===== src/rtl/ecp5pll_phase_ctrl.sv =====
// ecp5pll_phase_ctrl: sequences ECP5 PLL dynamic phase steps with setup/pulse/gap timing and lock stalls.
// Define ECP5PLL_PHASE_TRACK_EN to keep per-output step position counters on pos0..pos3.
module ecp5pll_phase_ctrl #(
    parameter int SETUP_CYC = 4,
    parameter int PULSE_CYC = 4,
    parameter int GAP_CYC   = 8,
    parameter int CNT_W     = 8,
    parameter int POS_W     = 10
) (
    input  logic             clk_i,
    input  logic             reset_n,
    input  logic             req_valid,
    output logic             req_ready,
    input  logic [1:0]       req_sel,
    input  logic             req_dir,
    input  logic [CNT_W-1:0] req_cnt,
    output logic             busy,
    output logic             done,
    input  logic             locked,
    output logic [1:0]       phasesel,
    output logic             phasedir,
    output logic             phasestep,
    output logic             phaseloadreg,
    output logic [POS_W-1:0] pos0,
    output logic [POS_W-1:0] pos1,
    output logic [POS_W-1:0] pos2,
    output logic [POS_W-1:0] pos3
);
    localparam int TMAX = (SETUP_CYC > PULSE_CYC) ? ((SETUP_CYC > GAP_CYC) ? SETUP_CYC : GAP_CYC)
                                                  : ((PULSE_CYC > GAP_CYC) ? PULSE_CYC : GAP_CYC);
    localparam int TW = $clog2(TMAX + 1);

    typedef enum logic [2:0] {IDLE, SETUP, STEP_HI, STEP_LO, DONE} state_t;

    state_t           state, state_nx;
    logic [TW-1:0]    timer, timer_nx;
    logic [CNT_W-1:0] rem, rem_nx;
    logic             accept, last;

    assign req_ready    = (state == IDLE) && locked;
    assign accept       = req_valid && req_ready;
    assign last         = timer == TW'(1);
    assign phaseloadreg = 1'b0;

    always_comb begin
        state_nx = state;
        timer_nx = timer;
        rem_nx   = rem;
        case (state)
            IDLE: if (accept) begin
                state_nx = SETUP;
                timer_nx = TW'(SETUP_CYC);
                rem_nx   = req_cnt;
            end
            SETUP, STEP_LO: if (locked) begin
                state_nx = last ? ((rem == '0) ? DONE : STEP_HI) : state;
                timer_nx = last ? TW'(PULSE_CYC) : timer - TW'(1);
            end
            // A pulse in progress always completes, regardless of lock.
            STEP_HI: begin
                state_nx = last ? STEP_LO : STEP_HI;
                timer_nx = last ? TW'(GAP_CYC) : timer - TW'(1);
                rem_nx   = last ? rem - CNT_W'(rem != '0) : rem;
            end
            DONE:    state_nx = IDLE;
            default: state_nx = IDLE;
        endcase
    end

    always_ff @(posedge clk_i or negedge reset_n) begin
        if (!reset_n) begin
            state     <= IDLE;
            timer     <= '0;
            rem       <= '0;
            busy      <= 1'b0;
            done      <= 1'b0;
            phasestep <= 1'b0;
            phasesel  <= '0;
            phasedir  <= 1'b0;
        end else begin
            state     <= state_nx;
            timer     <= timer_nx;
            rem       <= rem_nx;
            busy      <= state_nx != IDLE;
            done      <= state_nx == DONE;
            phasestep <= state_nx == STEP_HI;
            phasesel  <= accept ? req_sel : phasesel;
            phasedir  <= accept ? req_dir : phasedir;
        end
    end

`ifdef ECP5PLL_PHASE_TRACK_EN
    logic [POS_W-1:0] pos [4];
    logic             step_end;

    assign step_end = (state == STEP_HI) && last;

    always_ff @(posedge clk_i or negedge reset_n) begin
        if (!reset_n) begin
            for (int i = 0; i < 4; i++) pos[i] <= '0;
        end else if (step_end) begin
            pos[phasesel] <= phasedir ? pos[phasesel] + POS_W'(1) : pos[phasesel] - POS_W'(1);
        end
    end

    assign pos0 = pos[0];
    assign pos1 = pos[1];
    assign pos2 = pos[2];
    assign pos3 = pos[3];
`else
    assign pos0 = '0;
    assign pos1 = '0;
    assign pos2 = '0;
    assign pos3 = '0;
`endif
endmodule

===== config.mk =====
export PLATFORM = sky130hd
export DESIGN_NAME = ecp5pll_phase_ctrl
export DESIGN_NICKNAME = d
export VERILOG_FILES = /design/src/rtl/ecp5pll_phase_ctrl.sv
export SDC_FILE = /design/constraint.sdc
export NUM_CORES = 1
export LEC_CHECK = 0
export ABC_CLOCK_PERIOD_IN_PS = 2500
export BUFFER_PORTS_ARGS = -buffer_cell sky130_fd_sc_hd__buf_2
export CORE_AREA = 2 2 49 74
export CTS_BUF_LIST = sky130_fd_sc_hd__clkbuf_4 sky130_fd_sc_hd__clkbuf_8 sky130_fd_sc_hd__clkbuf_16
export DETAILED_ROUTE_END_ITERATION = 8
export DIE_AREA = 0 0 51 76
export PLACE_DENSITY = 0.84
export RECOVER_POWER = 100
export SYNTH_ARGS = -nofsm -noshare
export SYNTH_HDL_FRONTEND = slang
export SYNTH_SLANG_ARGS = --single-unit

===== constraint.sdc =====
create_clock -name clk_i -period 2.5 [get_ports clk_i]
set_input_delay 0.75 -clock clk_i [delete_from_list [all_inputs] [get_ports clk_i]]
set_output_delay 0.75 -clock clk_i [all_outputs]
set_load 0.1 [all_outputs]

==> insert_results.sql, run 1 <==
INSERT INTO impl_metrics (metric_group, metric, value, unit) VALUES
('cts', 'insertion_delay', '250', 'ps'),
('sta', 'timing.final.crit_period', '2390', 'ps'),
('pwr', 'worst_ir_drop_vdd', '0.642', 'mV'),
('logic_synthesis', 'synth_compound_area_share', '15.9', '%'),
('setup_path', 'worstSetupStartpointType', 'input pin', ''),
('cts', 'cts-resized-gates', '0', ''),
('die', 'boundaryPins', '63', ''),
('place', 'placedInstanceArea', '0.00147', 'mm²'),
('run_status', 'outcome', 'complete, no violations', ''),
('place', 'globalplace.congestion', '0.777', ''),
('layout', 'most-common-layout-cells', 'conb_1 (41), dfrtp_1 (21), buf_2 (13)', ''),
('layout', 'final_common_cell', 'conb_1', ''),
('layout', 'finish.instance_area', '0.00148', 'mm²'),
('setup_path', 'worst-path-max-fanout', '4', ''),
('detailed_routing', 'first_iter_violations', '13', ''),
('place', 'detailed_place_hpwl', '1930', 'µm'),
('die', 'num_rows', '26', ''),
('logic_synthesis', 'postSynthAreaPerCell', '9.50', 'µm²'),
('sta', 'timing.final.max_slew_violations', '0', ''),
('setup_path', 'ff2ff_setup_slack', '320', 'ps'),
('setup_path', 'cp.arrival', '1640', 'ps'),
('die', 'die_y', '76', 'µm'),
('detailed_routing', 'number_of_optimization_iterations_in_the_first_detailed_route_pass', '4', ''),
('layout', 'post_route_cells_drive_above_1_share', '15.3', '%'),
('detailed_routing', 'finalWirelength', '2390', 'µm'),
('place', 'place.detailed.instances', '215', ''),
('layout', 'area.growth.synth_to_final', '-0.839', '%'),
('layout', 'nets', '197', ''),
('cts', 'cts-buffers-inserted', '3', ''),
('sta', 'timing.max_slew.rel_slack', '21.9', '%'),
('sta', 'unrepaired_setup_endpoints_after_global_routing', 'false', ''),
('setup_path', 'r2r.worst_path.cells', '8', ''),
('pwr', 'power_density', '1360', 'mW/mm²'),
('setup_path', 'crit-reg2reg-launch', 'rem[3]$_DFFE_PN0P_', ''),
('global_route', 'gr-usage-all-layers', '12.4', '%'),
('min_path', 'hold_depth', '1', ''),
('setup_path', 'reg2reg_to', 'rem[6]$_DFFE_PN0P_', ''),
('sta', 'worst_clock_skew', '1.03', 'ps'),
('logic_synthesis', 'synthesis.area', '0.00149', 'mm²'),
('die', 'coreArea', '0.00329', 'mm²'),
('logic_synthesis', 'synth_edf_count', '0', ''),
('setup_path', 'crit_chain', 'clkbuf_1, nor4b_4, buf_2', ''),
('layout', 'antenna_cells', '0', ''),
('detailed_routing', 'detail_route.drc_violations', '0', ''),
('global_route', 'grt_antenna_before_repair', '0', ''),
('setup_path', 'crit_slowest_cell', 'buf_2', ''),
('logic_synthesis', 'synth.mux.area_fraction', '2.94', '%'),
('logic_synthesis', 'fraction_of_the_mapped_netlist_area_in_simple_logic_gates', '17.3', '%'),
('logic_synthesis', 'synth_cells', '157', ''),
('detailed_routing', 'wire_per_inst', '10.9', 'µm'),
('global_route', 'grt_pass1_wl', '3770', 'µm'),
('logic_synthesis', 'combinational_family_with_the_most_area_after_synthesis', 'buffers and inverters', ''),
('logic_synthesis', 'synth_async_sr_flop_share', '100', '%'),
('setup_path', 'max_stage_delay', '480', 'ps'),
('global_route', 'first_global_vias', '905', ''),
('cts', 'tritoncts', 'yes', ''),
('die', 'dieArea', '0.00388', 'mm²'),
('min_path', 'origin_of_the_worst_min_delay_path', 'phasesel[0]$_DFFE_PN0P_', ''),
('logic_synthesis', 'seq_area_frac_synth', '35.2', '%'),
('cts', 'holdBufCountCts', '0', ''),
('logic_synthesis', 'register_bit_count_reported_by_yosys', '21', ''),
('cts', 'numClockSinks', '21', ''),
('detailed_routing', 'avgViaCountPerCell', '4.73', ''),
('logic_synthesis', 'synth.distinct_cells', '39', ''),
('logic_synthesis', 'yosys.area_share.xor_xnor', '0', '%'),
('flow_run', 'number_of_maximum_capacitance_constraint_violations', '0', ''),
('setup_path', 'worstSetupPathType', 'input pin to output port', ''),
('detailed_routing', 'detail-route-antenna-nets', '0', ''),
('sta', 'achievable-frequency', '418', 'MHz'),
('cts', 'clkSlewWorstSetupHoldPaths', '70', 'ps'),
('die', 'die_x', '51', 'µm');
==> metal layers <==
metal	GRT usage [%]	routed length (µm)	vias to the layer above
li1	-	-	498
met5	0	0	-
met4	4.59	8	0
met2	22.6	1320	36
met1	13.7	906	500
met3	2.35	152	2
==> registers in the layout, summed over array words and instances (netlist names) <==
signal	cells
state	3
rem	8
busy	1
phasedir	1
phasestep	1
done	1
timer	4
phasesel	2
==> cell type report <==
class | instances | area, µm²
sequential | 21 | 526
clock buffer | 3 | 41.3
fill | 346 | 1810
timing repair buffer | 21 | 95.1
tap | 42 | 52.6
inverter | 7 | 26.3
clock inverter | 1 | 5.00
multi-input combinational | 124 | 733
==> metrics by stage <==
step	power [mW]	setup WS (ps)	setup TNS, ps	utilization, %	hold WS, ps
after floorplan	1.73	-145	-1130	-	454
after CTS	2.07	293	0	46.1	455
after global routing	2.15	50.8	0	45.0	522
final	2.02	110	0	45.0	507
after detailed placement	1.84	290	0	44.7	493
after global placement	1.81	366	0	44.7	482
==> worst max-delay path by stage <==
| stage | startpoint | end | cells past startpoint |
|---|---|---|---|
| global placement | locked | req_ready | 3 |
| finish | locked | req_ready | 3 |
| detailed placement | rem[3]$_DFFE_PN0P_ | rem[6]$_DFFE_PN0P_ | 8 |
| CTS | rem[3]$_DFFE_PN0P_ | rem[6]$_DFFE_PN0P_ | 8 |
| global route | locked | req_ready | 3 |
| floorplan | locked | rem[5]$_DFFE_PN0P_ | 5 |
==> cell families (layout without fill, tap and decap cells) <==
| group | after synthesis | after routing |
|---|---|---|
| AO/OA/AOI/OAI | 36 | 36 |
| flip-flops | 21 | 21 |
| buffers and inverters | 52 | 32 |
| other | 1 | 41 |
| multiplexers | 4 | 4 |
| adder cells (fa/ha/maj) | 4 | 4 |
| AND/OR/NAND/NOR | 39 | 39 |
==> worst max-delay path, delay by kind of cell <==
kind / cells / cell delay (ps)
buf+inv: 2 / 620
simple gates: 1 / 270
==> Yosys cell counts, types with 4 or more instances <==
library cell	count	area (µm²)
buf_4	41	308
dfrtp_1	21	526
nor2_1	12	45.0
o21ai_0	12	60.1
a21oi_1	7	35.0
inv_1	7	26.3
ha_1	4	50.1
nand2_1	4	15.0
nor3_1	4	20.0
==> power by group <==
| part | total, mW | switching (mW) | internal [mW] |
|---|---|---|---|
| clock network | 0.215 | 0.104 | 0.111 |
| registers | 0.630 | 0.145 | 0.484 |
| logic | 1.17 | 0.897 | 0.275 |
Note: power is estimated with default switching activity, not from simulation.
==> inputs of run 2 (changes only) <==
Settings changed: RECOVER_POWER 100 to 50, REMOVE_ABC_BUFFERS set to 1.
==> run 2 against run 1 <==
Sequential power is essentially flat. First-iteration DRC count is 54% higher. Clock-buffer cell count grew 1. Core utilization up 0.91 points. Sequential share of layout area decreased by 0.71 points. Routed wire length rose by 8.3%. Critical endpoint is now rem[6]$_DFFE_PN0P_. Largest cell class unchanged.
==> insert_results.sql, run 2 (synthesized netlist as in run 1, its figures left out) <==
INSERT INTO impl_metrics (metric_group, metric, value, unit) VALUES
('run_status', 'outcome', 'complete, no violations', ''),
('global_route', 'grtUsageMet3', '1.57', '%'),
('sta', 'worst_clock_skew', '1.47', 'ps'),
('detailed_routing', 'wire_per_inst', '11.8', 'µm'),
('setup_path', 'ff2ff_setup_slack', '240', 'ps'),
('detailed_routing', 'vias', '1058', ''),
('layout', 'final_common_cell', 'conb_1', ''),
('setup_path', 'worstSetupPathType', 'flop to flop', ''),
('layout', 'post_route_cells_drive_above_1_share', '19.2', '%'),
('setup_path', 'cp.required', '2620', 'ps'),
('sta', 'timing.final.max_slew_violations', '0', ''),
('sta', 'timing.final.crit_period', '2260', 'ps'),
('setup_path', 'cp.arrival', '2380', 'ps'),
('layout', 'finish.instance_area', '0.00151', 'mm²'),
('global_route', 'first_global_vias', '949', ''),
('cts', 'cts-root-to-sink-buffers', '2', ''),
('sta', 'achievable-frequency', '443', 'MHz'),
('pwr', 'worst_ir_drop_vdd', '0.608', 'mV'),
('pwr', 'design_power_total', '2.06', 'mW'),
('pwr', 'total_switching_power', '1.16', 'mW'),
('global_route', 'grt_overflow', '0', ''),
('layout', 'largest-register', 'rem', ''),
('place', 'globalplace.congestion', '0.768', ''),
('die', 'start_util', '45.4', '%'),
('setup_path', 'worst-path-max-fanout', '8', ''),
('setup_path', 'worstSetupStartpoint', 'rem[3]$_DFFE_PN0P_', ''),
('place', 'dp_worst_setup_slack', '257', 'ps'),
('sta', 'unrepaired_setup_endpoints_after_global_routing', 'false', ''),
('pwr', 'switching_share', '56.2', '%'),
('setup_path', 'reg2reg_to', 'rem[6]$_DFFE_PN0P_', ''),
('setup_path', 'r2r.worst_path.cells', '8', ''),
('cts', 'tritoncts', 'yes', ''),
('die', 'num_rows', '26', ''),
('global_route', 'grt_antenna_before_repair', '0', ''),
('cts', 'clockRootBuffer', 'clkbuf_8', ''),
('pwr', 'comb_power_share', '58.0', '%'),
('cts', 'holdBufCountCts', '0', ''),
('die', 'die_x', '51', 'µm'),
('setup_path', 'crit-reg2reg-launch', 'rem[3]$_DFFE_PN0P_', ''),
('layout', 'most-common-layout-cells', 'conb_1 (41), dfrtp_1 (21), buf_2 (18)', ''),
('detailed_routing', 'finalWirelength', '2580', 'µm'),
('global_route', 'top_usage_layer', 'met2', ''),
('setup_path', 'timing.critical_path.to', 'rem[6]$_DFFE_PN0P_', ''),
('setup_path', 'crit_path_end_kind', 'flop', ''),
('sta', 'fin_ws', '244', 'ps'),
('place', 'detailed_place_hpwl', '2000', 'µm'),
('place', 'buffer_ports.inserted', '21', ''),
('detailed_routing', 'avgViaCountPerCell', '4.83', ''),
('die', 'die_y', '76', 'µm'),
('layout', 'area.growth.synth_to_final', '1.17', '%'),
('place', 'placedInstanceArea', '0.00147', 'mm²'),
('pwr', 'static-leakage-power', '0.726', 'nW'),
('cts', 'insertion_delay', '260', 'ps'),
('pwr', 'power_density', '1370', 'mW/mm²'),
('cts', 'cts_setup_buffers', '0', ''),
('cts', 'cts-resized-gates', '0', ''),
('global_route', 'maximum_number_of_pins_on_one_net_before_global_route_repair', '22', ''),
('layout', 'layout.area.seq', '526', 'µm²'),
('layout', 'largest_register_ff_count', '8', ''),
('setup_path', 'worstSetupStartpointType', 'flop', ''),
('global_route', 'grt_pass1_wl', '3930', 'µm'),
('global_route', 'met1_global_route_usage', '12.7', '%'),
('global_route', 'met2_usage', '24.9', '%'),
('min_path', 'timing.hold.worst.class', 'flop to flop', ''),
('sta', 'final.period_utilization', '90.2', '%'),
('sta', 'worst-slew-pin-transition', '1140', 'ps'),
('die', 'dieArea', '0.00388', 'mm²'),
('pwr', 'power.share.clock', '11.3', '%'),
('cts', 'clkSlewWorstSetupHoldPaths', '70', 'ps'),
('flow_run', 'number_of_maximum_capacitance_constraint_violations', '0', ''),
('layout', 'layout.filler_cells', '344', ''),
('layout', 'nets', '197', ''),
('detailed_routing', 'first_iter_violations', '20', ''),
('cts', 'numClockSinks', '21', ''),
('sta', 'timing.max_slew.rel_slack', '24.1', '%'),
('sta', 'setup_violation_total_in_the_final_timing_report', '0', ''),
('cts', 'cts-buffers-inserted', '3', ''),
('detailed_routing', 'number_of_optimization_iterations_in_the_first_detailed_route_pass', '4', ''),
('pwr', 'power_report.internal_total', '0.904', 'mW'),
('cts', 'cts_htree_levels', '1', ''),
('die', 'boundaryPins', '63', ''),
('pwr', 'power_frac_seq', '30.7', '%'),
('detailed_routing', 'detail-route-antenna-nets', '0', ''),
('layout', 'fin_util', '45.9', '%'),
('detailed_routing', 'detail_route.drc_violations', '0', ''),
('layout', 'top_regs', 'rem: 8 flops, timer: 4 flops, state: 3 flops', ''),
('sta', 'timing_hold_violations_final', '0', ''),
('global_route', 'gr-usage-all-layers', '13.1', '%'),
('die', 'coreArea', '0.00329', 'mm²'),
('layout', 'antenna_cells', '0', ''),
('layout', 'multiInputGateArea', '738', 'µm²');
-- run 2: changes by cell type in the layout (fill, tap and decap cells not counted) --
cell	previous run	this run
nor3b_1	5	4
buf_2	13	18
clkinv_2	1	0
buf_12	0	1
o21ai_0	10	12
nor3b_2	0	1
o21ai_1	2	0
clkbuf_1	8	2
clkbuf_4	0	1
-- run 2: per-stage QoR --
step	hold slack (ps)	std cells	setup TNS, ps
6_report	508	219	0
3_3_place_gp	481	215	0
3_5_place_dp	492	215	0
2_1_floorplan	454	152	-2130
4_1_cts	449	219	0
5_1_grt	533	219	0
-- run 2: critical path, stage by stage (launching register included) --
cell and delay (ps):
dfrtp_1 480, nor4_2 400, nand3_1 230, ha_1 260
ha_1 200, nand2b_1 180, nor4_1 100, a22oi_1 170
o2bb2ai_1 100
-- run 2: how the worst min path moves through the flow --
stage	startpoint	to	slack, ps	cells after the start
after floorplan	reset_n	busy$_DFF_PN0_	450	0
after global routing	phasedir$_DFFE_PN0P_	phasedir$_DFFE_PN0P_	530	1
after detailed placement	phasedir$_DFFE_PN0P_	phasedir$_DFFE_PN0P_	490	1
after CTS	reset_n	phasestep$_DFF_PN0_	450	1
final	phasedir$_DFFE_PN0P_	phasedir$_DFFE_PN0P_	510	1
after global placement	phasesel[0]$_DFFE_PN0P_	phasesel[0]$_DFFE_PN0P_	480	1
-- run 2: layer usage --
metal,part of all wire (%),vias to the layer above
met3,6.8,4
li1,-,501
met4,1.9,0
met2,55,50
met1,36,503
met5,0,-
-- run 2: final cells by class --
class                           count  share of cell area [%]
Multi-Input combinational cell    124                    48.9
Sequential cell                    21                    34.8
Timing Repair Buffer               21                    7.79
Tap cell                           42                    3.48
Clock buffer                        4                    3.23
Inverter                            7                    1.74
-- run 2: power groups by stage --
stage | Sequential [mW] | Clock [mW] | Combinational [mW]
3_3_place_gp | 0.627 | 0 | 1.18
4_1_cts | 0.633 | 0.238 | 1.20
3_5_place_dp | 0.636 | 0 | 1.20
6_report | 0.633 | 0.232 | 1.20
5_1_grt | 0.651 | 0.252 | 1.28
2_1_floorplan | 0.883 | 0 | 0.751
